**src/rtl/spi_flash_slave_wb.sv**
```systemverilog
// rtl/spi_flash_slave_wb.sv - SPI mode-0 serial-flash slave served from a byte-wide Wishbone memory
module spi_flash_slave_wb #(
    parameter int ADDR_BYTES   = 3,
    parameter int DUMMY_CYCLES = 8,
    parameter int SYNC_STAGES  = 2
) (
    input  logic                    clk_i,
    input  logic                    rst_i,
    input  logic                    sck_i,
    input  logic                    ss_i,
    input  logic                    mosi_i,
    output logic                    miso_o,
    output logic                    miso_oe_o,
    output logic [8*ADDR_BYTES-1:0] wb_adr_o,
    output logic [7:0]              wb_dat_o,
    output logic                    wb_we_o,
    output logic                    wb_cyc_o,
    output logic                    wb_stb_o,
    input  logic [7:0]              wb_dat_i,
    input  logic                    wb_ack_i,
    input  logic                    wb_err_i,
    output logic                    wel_o,
    output logic                    underrun_o,
    output logic                    overrun_o
);

    localparam int AW = 8 * ADDR_BYTES;
    localparam int DUMMY_LAST_I = (DUMMY_CYCLES > 0) ? DUMMY_CYCLES - 1 : 0;
    localparam logic [3:0] DUMMY_LAST = 4'(DUMMY_LAST_I);
    localparam logic [1:0] ADDR_LAST  = 2'(ADDR_BYTES - 1);

    localparam logic [7:0] OP_READ  = 8'h03;
    localparam logic [7:0] OP_FAST  = 8'h0B;
    localparam logic [7:0] OP_PROG  = 8'h02;
    localparam logic [7:0] OP_WREN  = 8'h06;
    localparam logic [7:0] OP_WRDI  = 8'h04;
    localparam logic [7:0] OP_RDSR  = 8'h05;

    typedef enum logic [2:0] {
        IDLE, CMD, ADDR, DUMMY, RD_DATA, WR_DATA, STATUS, IGNORE
    } state_t;

    state_t state, state_next;

    logic [SYNC_STAGES-1:0] sck_sync, ss_sync, mosi_sync;
    logic                   sck_prev;
    logic                   sck_s, ss_s, mosi_s;
    logic                   rise, fall;

    logic [2:0]    bit_cnt;
    logic [6:0]    rx_shift;
    logic [7:0]    rx_byte;
    logic [AW-2:0] addr_sh;
    logic [AW-1:0] full_addr;
    logic [1:0]    addr_cnt;
    logic [3:0]    dummy_cnt;
    logic [7:0]    cmd;
    logic [6:0]    tx_shift;
    logic [7:0]    tx_byte;
    logic [AW-1:0] rd_addr;
    logic [AW-1:0] wr_addr;
    logic [AW-1:0] fetch_addr;
    logic [7:0]    buf_data;
    logic          buf_valid;
    logic          discard;
    logic          wrote_any;

    logic          byte_done, addr_done, is_rd_cmd;
    logic          bus_done, bus_free, rd_ret, have;
    logic [7:0]    rd_value;
    logic          load, shift, fetch_go, write_go;

    assign sck_s  = sck_sync[SYNC_STAGES-1];
    assign ss_s   = ss_sync[SYNC_STAGES-1];
    assign mosi_s = mosi_sync[SYNC_STAGES-1];
    assign rise   = sck_s & ~sck_prev;
    assign fall   = ~sck_s & sck_prev;

    assign rx_byte   = {rx_shift, mosi_s};
    assign full_addr = {addr_sh, mosi_s};
    assign byte_done = rise && (bit_cnt == 3'd7);
    assign addr_done = (state == ADDR) && byte_done && (addr_cnt == ADDR_LAST);
    assign is_rd_cmd = (cmd == OP_READ) || (cmd == OP_FAST);

    // A cycle ending this edge frees the bus for a new one on the same edge
    assign bus_done = wb_cyc_o && (wb_ack_i || wb_err_i);
    assign bus_free = !wb_cyc_o || bus_done;
    assign rd_ret   = bus_done && !wb_we_o && !discard;
    assign rd_value = wb_err_i ? 8'hFF : wb_dat_i;
    assign have     = buf_valid || rd_ret;

    assign load  = !ss_s && fall && (bit_cnt == 3'd0) &&
                   ((state == RD_DATA) || (state == STATUS));
    assign shift = !ss_s && fall && (bit_cnt != 3'd0) &&
                   ((state == RD_DATA) || (state == STATUS));
    assign write_go = !ss_s && (state == WR_DATA) && byte_done && bus_free;

    // Byte handed to the TX shifter at a byte boundary
    always_comb begin
        tx_byte = 8'hFF;
        if (state == STATUS)
            tx_byte = {6'b0, wel_o, 1'b0};
        else if (buf_valid)
            tx_byte = buf_data;
        else if (rd_ret)
            tx_byte = rd_value;
    end

    // Read fetch: first at address completion, then refill whenever the buffer drains
    always_comb begin
        fetch_go   = 1'b0;
        fetch_addr = rd_addr;
        if (!ss_s) begin
            if (addr_done && is_rd_cmd) begin
                fetch_go   = bus_free;
                fetch_addr = full_addr;
            end else if (((state == RD_DATA) || (state == DUMMY)) && bus_free &&
                         (load || (!buf_valid && !rd_ret))) begin
                fetch_go = 1'b1;
            end
        end
    end

    // Pin synchronisers and previous synchronised SCK for edge detection
    always_ff @(posedge clk_i or posedge rst_i) begin
        if (rst_i) begin
            sck_sync  <= '0;
            ss_sync   <= '1;
            mosi_sync <= '0;
            sck_prev  <= 1'b0;
        end else begin
            sck_sync  <= {sck_sync[SYNC_STAGES-2:0], sck_i};
            ss_sync   <= {ss_sync[SYNC_STAGES-2:0], ss_i};
            mosi_sync <= {mosi_sync[SYNC_STAGES-2:0], mosi_i};
            sck_prev  <= sck_s;
        end
    end

    // State register
    always_ff @(posedge clk_i or posedge rst_i) begin
        if (rst_i)
            state <= IDLE;
        else
            state <= state_next;
    end

    // Command decode and phase sequencing; deselect always returns to IDLE
    always_comb begin
        state_next = state;
        if (ss_s) begin
            state_next = IDLE;
        end else begin
            case (state)
                IDLE: state_next = CMD;
                CMD: begin
                    if (byte_done) begin
                        case (rx_byte)
                            OP_READ, OP_FAST: state_next = ADDR;
                            OP_PROG:          state_next = wel_o ? ADDR : IGNORE;
                            OP_RDSR:          state_next = STATUS;
                            default:          state_next = IGNORE;
                        endcase
                    end
                end
                ADDR: begin
                    if (addr_done) begin
                        if (cmd == OP_FAST)
                            state_next = (DUMMY_CYCLES > 0) ? DUMMY : RD_DATA;
                        else if (cmd == OP_READ)
                            state_next = RD_DATA;
                        else if (cmd == OP_PROG)
                            state_next = WR_DATA;
                        else
                            state_next = IGNORE;
                    end
                end
                DUMMY: begin
                    if (rise && (dummy_cnt == DUMMY_LAST))
                        state_next = RD_DATA;
                end
                default: state_next = state;
            endcase
        end
    end

    // Serial datapath, prefetch buffer, write-enable latch and Wishbone master
    always_ff @(posedge clk_i or posedge rst_i) begin
        if (rst_i) begin
            bit_cnt    <= '0;
            rx_shift   <= '0;
            addr_sh    <= '0;
            addr_cnt   <= '0;
            dummy_cnt  <= '0;
            cmd        <= '0;
            tx_shift   <= '0;
            miso_o     <= 1'b0;
            miso_oe_o  <= 1'b0;
            rd_addr    <= '0;
            wr_addr    <= '0;
            buf_data   <= '0;
            buf_valid  <= 1'b0;
            discard    <= 1'b0;
            wrote_any  <= 1'b0;
            wel_o      <= 1'b0;
            wb_adr_o   <= '0;
            wb_dat_o   <= '0;
            wb_we_o    <= 1'b0;
            wb_cyc_o   <= 1'b0;
            wb_stb_o   <= 1'b0;
            underrun_o <= 1'b0;
            overrun_o  <= 1'b0;
        end else begin
            underrun_o <= 1'b0;
            overrun_o  <= 1'b0;
            miso_oe_o  <= (state_next == RD_DATA) || (state_next == STATUS);

            if (bus_done) begin
                wb_cyc_o <= 1'b0;
                wb_stb_o <= 1'b0;
                wb_we_o  <= 1'b0;
                discard  <= 1'b0;
            end

            if (ss_s) begin
                bit_cnt   <= '0;
                rx_shift  <= '0;
                tx_shift  <= '0;
                miso_o    <= 1'b0;
                addr_cnt  <= '0;
                dummy_cnt <= '0;
                buf_valid <= 1'b0;
                cmd       <= '0;
                wrote_any <= 1'b0;
                if (wb_cyc_o && !bus_done)
                    discard <= 1'b1;
                if ((cmd == OP_PROG) && wrote_any)
                    wel_o <= 1'b0;
            end else begin
                if (rise) begin
                    rx_shift <= rx_byte[6:0];
                    bit_cnt  <= (state == DUMMY) ? 3'd0 : bit_cnt + 3'd1;
                    if (state == ADDR)
                        addr_sh <= full_addr[AW-2:0];
                    if (state == DUMMY)
                        dummy_cnt <= dummy_cnt + 4'd1;
                end

                if ((state == CMD) && byte_done) begin
                    cmd <= rx_byte;
                    if (rx_byte == OP_WREN)
                        wel_o <= 1'b1;
                    else if (rx_byte == OP_WRDI)
                        wel_o <= 1'b0;
                end

                if ((state == ADDR) && byte_done)
                    addr_cnt <= addr_cnt + 2'd1;

                if (addr_done)
                    wr_addr <= full_addr;

                if (rd_ret) begin
                    buf_data  <= rd_value;
                    buf_valid <= 1'b1;
                end

                if (load) begin
                    miso_o   <= tx_byte[7];
                    tx_shift <= tx_byte[6:0];
                    if (state == RD_DATA) begin
                        buf_valid <= 1'b0;
                        if (!have) begin
                            underrun_o <= 1'b1;
                            // The late data belongs to the byte just replaced by 0xFF
                            if (wb_cyc_o && !bus_done)
                                discard <= 1'b1;
                        end
                    end
                end else if (shift) begin
                    miso_o   <= tx_shift[6];
                    tx_shift <= {tx_shift[5:0], 1'b0};
                end

                if (fetch_go) begin
                    wb_cyc_o <= 1'b1;
                    wb_stb_o <= 1'b1;
                    wb_we_o  <= 1'b0;
                    wb_adr_o <= fetch_addr;
                    rd_addr  <= fetch_addr + AW'(1);
                end else if (addr_done && is_rd_cmd) begin
                    rd_addr <= full_addr;
                end

                if (write_go) begin
                    wb_cyc_o      <= 1'b1;
                    wb_stb_o      <= 1'b1;
                    wb_we_o       <= 1'b1;
                    wb_adr_o      <= wr_addr;
                    wb_dat_o      <= rx_byte;
                    wr_addr[7:0]  <= wr_addr[7:0] + 8'd1;
                    wrote_any     <= 1'b1;
                end else if ((state == WR_DATA) && byte_done) begin
                    overrun_o <= 1'b1;
                end
            end
        end
    end

endmodule

```
**config.mk**
```make
export PLATFORM = sky130hd
export DESIGN_NAME = spi_flash_slave_wb
export DESIGN_NICKNAME = d
export VERILOG_FILES = /design/src/rtl/spi_flash_slave_wb.sv
export SDC_FILE = /design/constraint.sdc
export NUM_CORES = 1
export LEC_CHECK = 0
export BUFFER_PORTS_ARGS = -buffer_cell sky130_fd_sc_hd__buf_2
export CAP_MARGIN = 10
export CORE_UTILIZATION = 60
export DETAILED_ROUTE_END_ITERATION = 8
export PLACE_DENSITY = 0.89
export SLEW_MARGIN = 30
export SYNTH_ARGS = -nofsm -noshare
export SYNTH_HDL_FRONTEND = slang
export SYNTH_SLANG_ARGS = --single-unit
```
**constraint.sdc**
```tcl
create_clock -name clk_i -period 6.9 [get_ports clk_i]
set_clock_uncertainty 0.1 [all_clocks]
set_input_delay 0.69 -clock clk_i [delete_from_list [all_inputs] [get_ports clk_i]]
set_output_delay 0.69 -clock clk_i [all_outputs]
set_load 0.05 [all_outputs]
```
==> flow_metrics.py <==
metrics = {
    "power_and_ir_drop": {
        "p_leak_nw": 3.99,
        "sw_frac_of_total": 0.223,
        "clockPowerShare": 0.456,
        "pwr_density_cell_mw_per_mm2": 210,
        "switchingPower_mw": 0.424,
        "p_int_mw": 1.47,
        "p_comb_frac": 0.031,
        "vdd_ir_drop_max_uv": 154,
        "seqPwrFrac": 0.512,
    },
    "die": {
        "die_w_um": 119,
        "io_pins": 55,
        "die-area_mm2": 0.0141,
        "initial_core_util": 0.617,
        "fp.dieH_um": 119,
        "core-area_mm2": 0.0132,
        "rows": 42,
    },
    "global_routing": {
        "grt_pass1_wl_um": 31200,
        "grt_max_degree": 86,
        "antenna_found_initial": 0,
        "grt_pass1_vias": 6240,
        "track_usage": 0.280,
        "grt_remaining_overflow": 0,
    },
    "synth": {
        "synth-simple-area-share": 0.190,
        "syn_area_per_cell_um2": 9.96,
        "synth_top_area_share": 0.493,
        "synth-edff-count": 0,
        "synth_compound_area_frac": 0.151,
        "synth-seq-area-share": 0.499,
        "synth_cells": 821,
        "yosys-top-cells-area": "dfrtp_1 (49%), nand2_1 (7.0%), mux2_2 (5.4%)",
        "synthMuxAreaShare": 0.106,
        "synth_top_cell_by_area": "dfrtp_1",
        "synthArstFlopShare": 1.00,
        "netlist_top_cells_count": "dfrtp_1 (161), nand2_1 (153), a21oi_1 (63)",
        "yosys.area_share.adder": 0.0107,
        "synth_ff_type": "dfrtp_1",
        "synth_top_family_by_area": "simple AND/OR/NAND/NOR gates",
        "syn_area_mm2": 0.00818,
        "ys_ff_latch": 163,
        "synth_xor_area_frac": 0.00964,
        "yosysUniqueCellTypes": 74,
        "synth_nets": 843,
        "yosys_warnings": 0,
        "post-synth-top-count-cell": "dfrtp_1",
    },
    "timing": {
        "setup_violations": 0,
        "finalHoldViolations": 0,
        "slew_headroom": 0.365,
        "fmax_mhz": 247,
        "tightest_slew_ns": 0.950,
        "rsz0062_at_grt": "no",
        "setup_tns_ns": 0,
        "holdWs_ns": 0.248,
        "fin_crit_ns": 4.05,
        "slew_violations": 0,
        "fin_crit_sh": 0.588,
    },
    "worst_setup_path": {
        "crit_required_ns": 7.16,
        "crit_path_end_kind": "register",
        "crit_fanout": 56,
        "crit_buf_inv": 1,
        "critPathMaxStageDelay_ns": 0.73,
        "worstRegToRegCells": 11,
        "critPathLaunchType": "register",
        "rr_endpoint": "rd_addr[10]",
        "crit_chain": "buf_4 > nor4b_4 > nand4_2 > nor2_1 > a21o_1 > ha_1 > nand4_1 > mux2i_1 > o211ai_1 > nor2_1 > mux2i_1",
        "cpLargestDelayFamily": "simple AND/OR/NAND/NOR gates",
        "slowest_stage": "nand4_2",
        "crit_type": "register to register",
        "r2r_setup_slack_ns": 2.85,
        "crit_arrival_ns": 4.31,
        "r2r-start": "ss_sync[1]",
    },
    "placement": {
        "io_buffer_count": 54,
        "placed_cell_area_mm2": 0.00852,
        "dp_hpwl_um": 11800,
        "globalplace.congestion": 0.874,
    },
    "routing": {
        "drt-pass1-iter-count": 5,
        "ant_nets": 0,
        "num_vias": 6584,
        "drc": 0,
        "vias_per_cell": 6.31,
        "wl_um": 18600,
        "drt_first_iter_violations": 640,
        "wl_per_cell_um": 17.8,
    },
    "finish": {
        "drive_above_1_share": 0.204,
        "multi_input_area_mm2": 0.00382,
        "final.fill_count": 1013,
        "final_cell_area_mm2": 0.00905,
        "syn_to_final_growth_pct": 10.7,
        "insertedDiodeCount": 0,
        "fin_nets": 876,
        "seqCellArea_mm2": 0.00408,
    },
    "clocking": {
        "insertion_delay_ns": 0.43,
        "cts_buffers": 17,
        "clock-root-buffer": "clkbuf_16",
        "ctsHoldBuffers": 0,
        "path_clk_slew_ns": 0.06,
        "postCtsSetupBuffers": 0,
        "htreeDepth": 4,
        "cts_tree": "yes",
        "clkSinkCount": 163,
        "ctsResizeCount": 0,
        "clockBufferDepth": 2,
    },
    "worst_hold_path": {
        "hold_depth": 0,
        "worstHoldEndpoint": "mosi_sync[1]",
        "hp-start": "mosi_sync[0]",
        "min_path_type": "register to register",
    },
    "outcome": {
        "outcome": "finished, final reports clean",
    },
    "run": {
        "maxCapViolCount": 0,
    },
}
## metal layers
layer	global-route usage	vias up	wire length, um
li1	-	3003	-
met1	0.397	3241	8410
met2	0.423	296	8480
met3	0.0555	44	1320
met4	0.114	0	380
met5	0	-	0
## logic make-up after synthesis
logic type      count (synthesis)
xor+xnor                        9
compound gates                175
buf+inv                        61
simple gates                  325
mux                            81
fa+ha+maj                       7
flops                         163
## worst reg2reg max path, delay by kind of cell, from the launching register on
| kind | cells | cell delay, ns |
|---|---|---|
| AO/OA/AOI/OAI | 2 | 0.52 |
| AND/OR/NAND/NOR | 5 | 1.98 |
| buffers and inverters | 1 | 0.30 |
| multiplexers | 2 | 0.44 |
| flip-flops | 1 | 0.36 |
| adder cells (fa/ha/maj) | 1 | 0.28 |
## worst max path at each step
stage	startpoint	to	cells past startpoint
5_1_grt	ss_sync[1]	rd_addr[16]	11
3_3_place_gp	ss_sync[1]	rd_addr[16]	12
4_1_cts	ss_sync[1]	rd_addr[10]	11
2_1_floorplan	rst_i	addr_cnt[0]	1
6_report	ss_sync[1]	rd_addr[10]	11
3_5_place_dp	ss_sync[1]	rd_addr[10]	11
## through the flow
step | cells | setup slack, ns | utilization | total power, mW
floorplan | 821 | 1.71 | - | 1.03
global placement | 1010 | 3.19 | 0.641 | 1.05
detailed placement | 1011 | 3.00 | 0.643 | 1.05
CTS | 1043 | 2.97 | 0.684 | 1.91
global route | 1043 | 2.58 | 0.684 | 1.96
finish | 1043 | 2.85 | 0.684 | 1.90
## final cells by class
class | count | area share
flip-flops and latches | 163 | 0.451
well taps | 176 | 0.0243
multi-input cells | 597 | 0.422
clock inverters | 10 | 0.00967
clock buffers | 22 | 0.0491
inverters | 15 | 0.00677
repair buffers | 60 | 0.0370
## power groups by stage
stage | Clock (mW) | Sequential [mW] | Combinational [mW]
after floorplan | 0 | 0.989 | 0.0423
after global placement | 0 | 0.989 | 0.0567
after detailed placement | 0 | 0.990 | 0.0607
after CTS | 0.873 | 0.973 | 0.0609
after global routing | 0.913 | 0.974 | 0.0685
final | 0.866 | 0.973 | 0.0598
## placed cells by master (no fill, tap or decap), types with 3 or more instances in the layout
cell,synthesis,routed
ha_1,7,7
clkinv_2,0,5
a31oi_1,3,3
or3_1,4,3
o22ai_1,5,5
nand4_1,11,11
a22oi_1,6,6
clkbuf_16,0,17
buf_4,0,5
nand3_1,32,32
nor3_1,16,16
o21ai_1,4,4
o221a_2,22,22
mux2i_1,41,41
a2bb2oi_1,8,8
and3_1,7,7
mux2_2,39,39
clkbuf_1,22,5
nor2_1,58,57
nand4b_1,3,3
a22o_1,3,3
o21ai_0,31,31
dfrtp_1,161,161
nor3_2,3,3
nand2b_1,6,6
nor2b_1,5,5
nor4_1,7,7
a21oi_1,63,63
nor4b_4,3,3
xnor2_1,5,5
inv_1,14,13
nand2_1,153,153
a211oi_1,4,4
xor2_1,4,4
buf_2,18,54
## state kept, by name (all words and copies together) (netlist names), 2 cells and up
| signal | cells |
|---|---|
| ss_sync | 2 |
| addr_cnt | 2 |
| wb_dat_o | 8 |
| buf_data | 8 |
| wb_adr_o | 24 |
| dummy_cnt | 4 |
| wr_addr | 24 |
| cmd | 8 |
| rx_shift | 7 |
| rd_addr | 24 |
| sck_sync | 2 |
| tx_shift | 7 |
| bit_cnt | 3 |
| addr_sh | 23 |
| mosi_sync | 2 |
| state | 3 |
(Power assumes the default switching activity.)
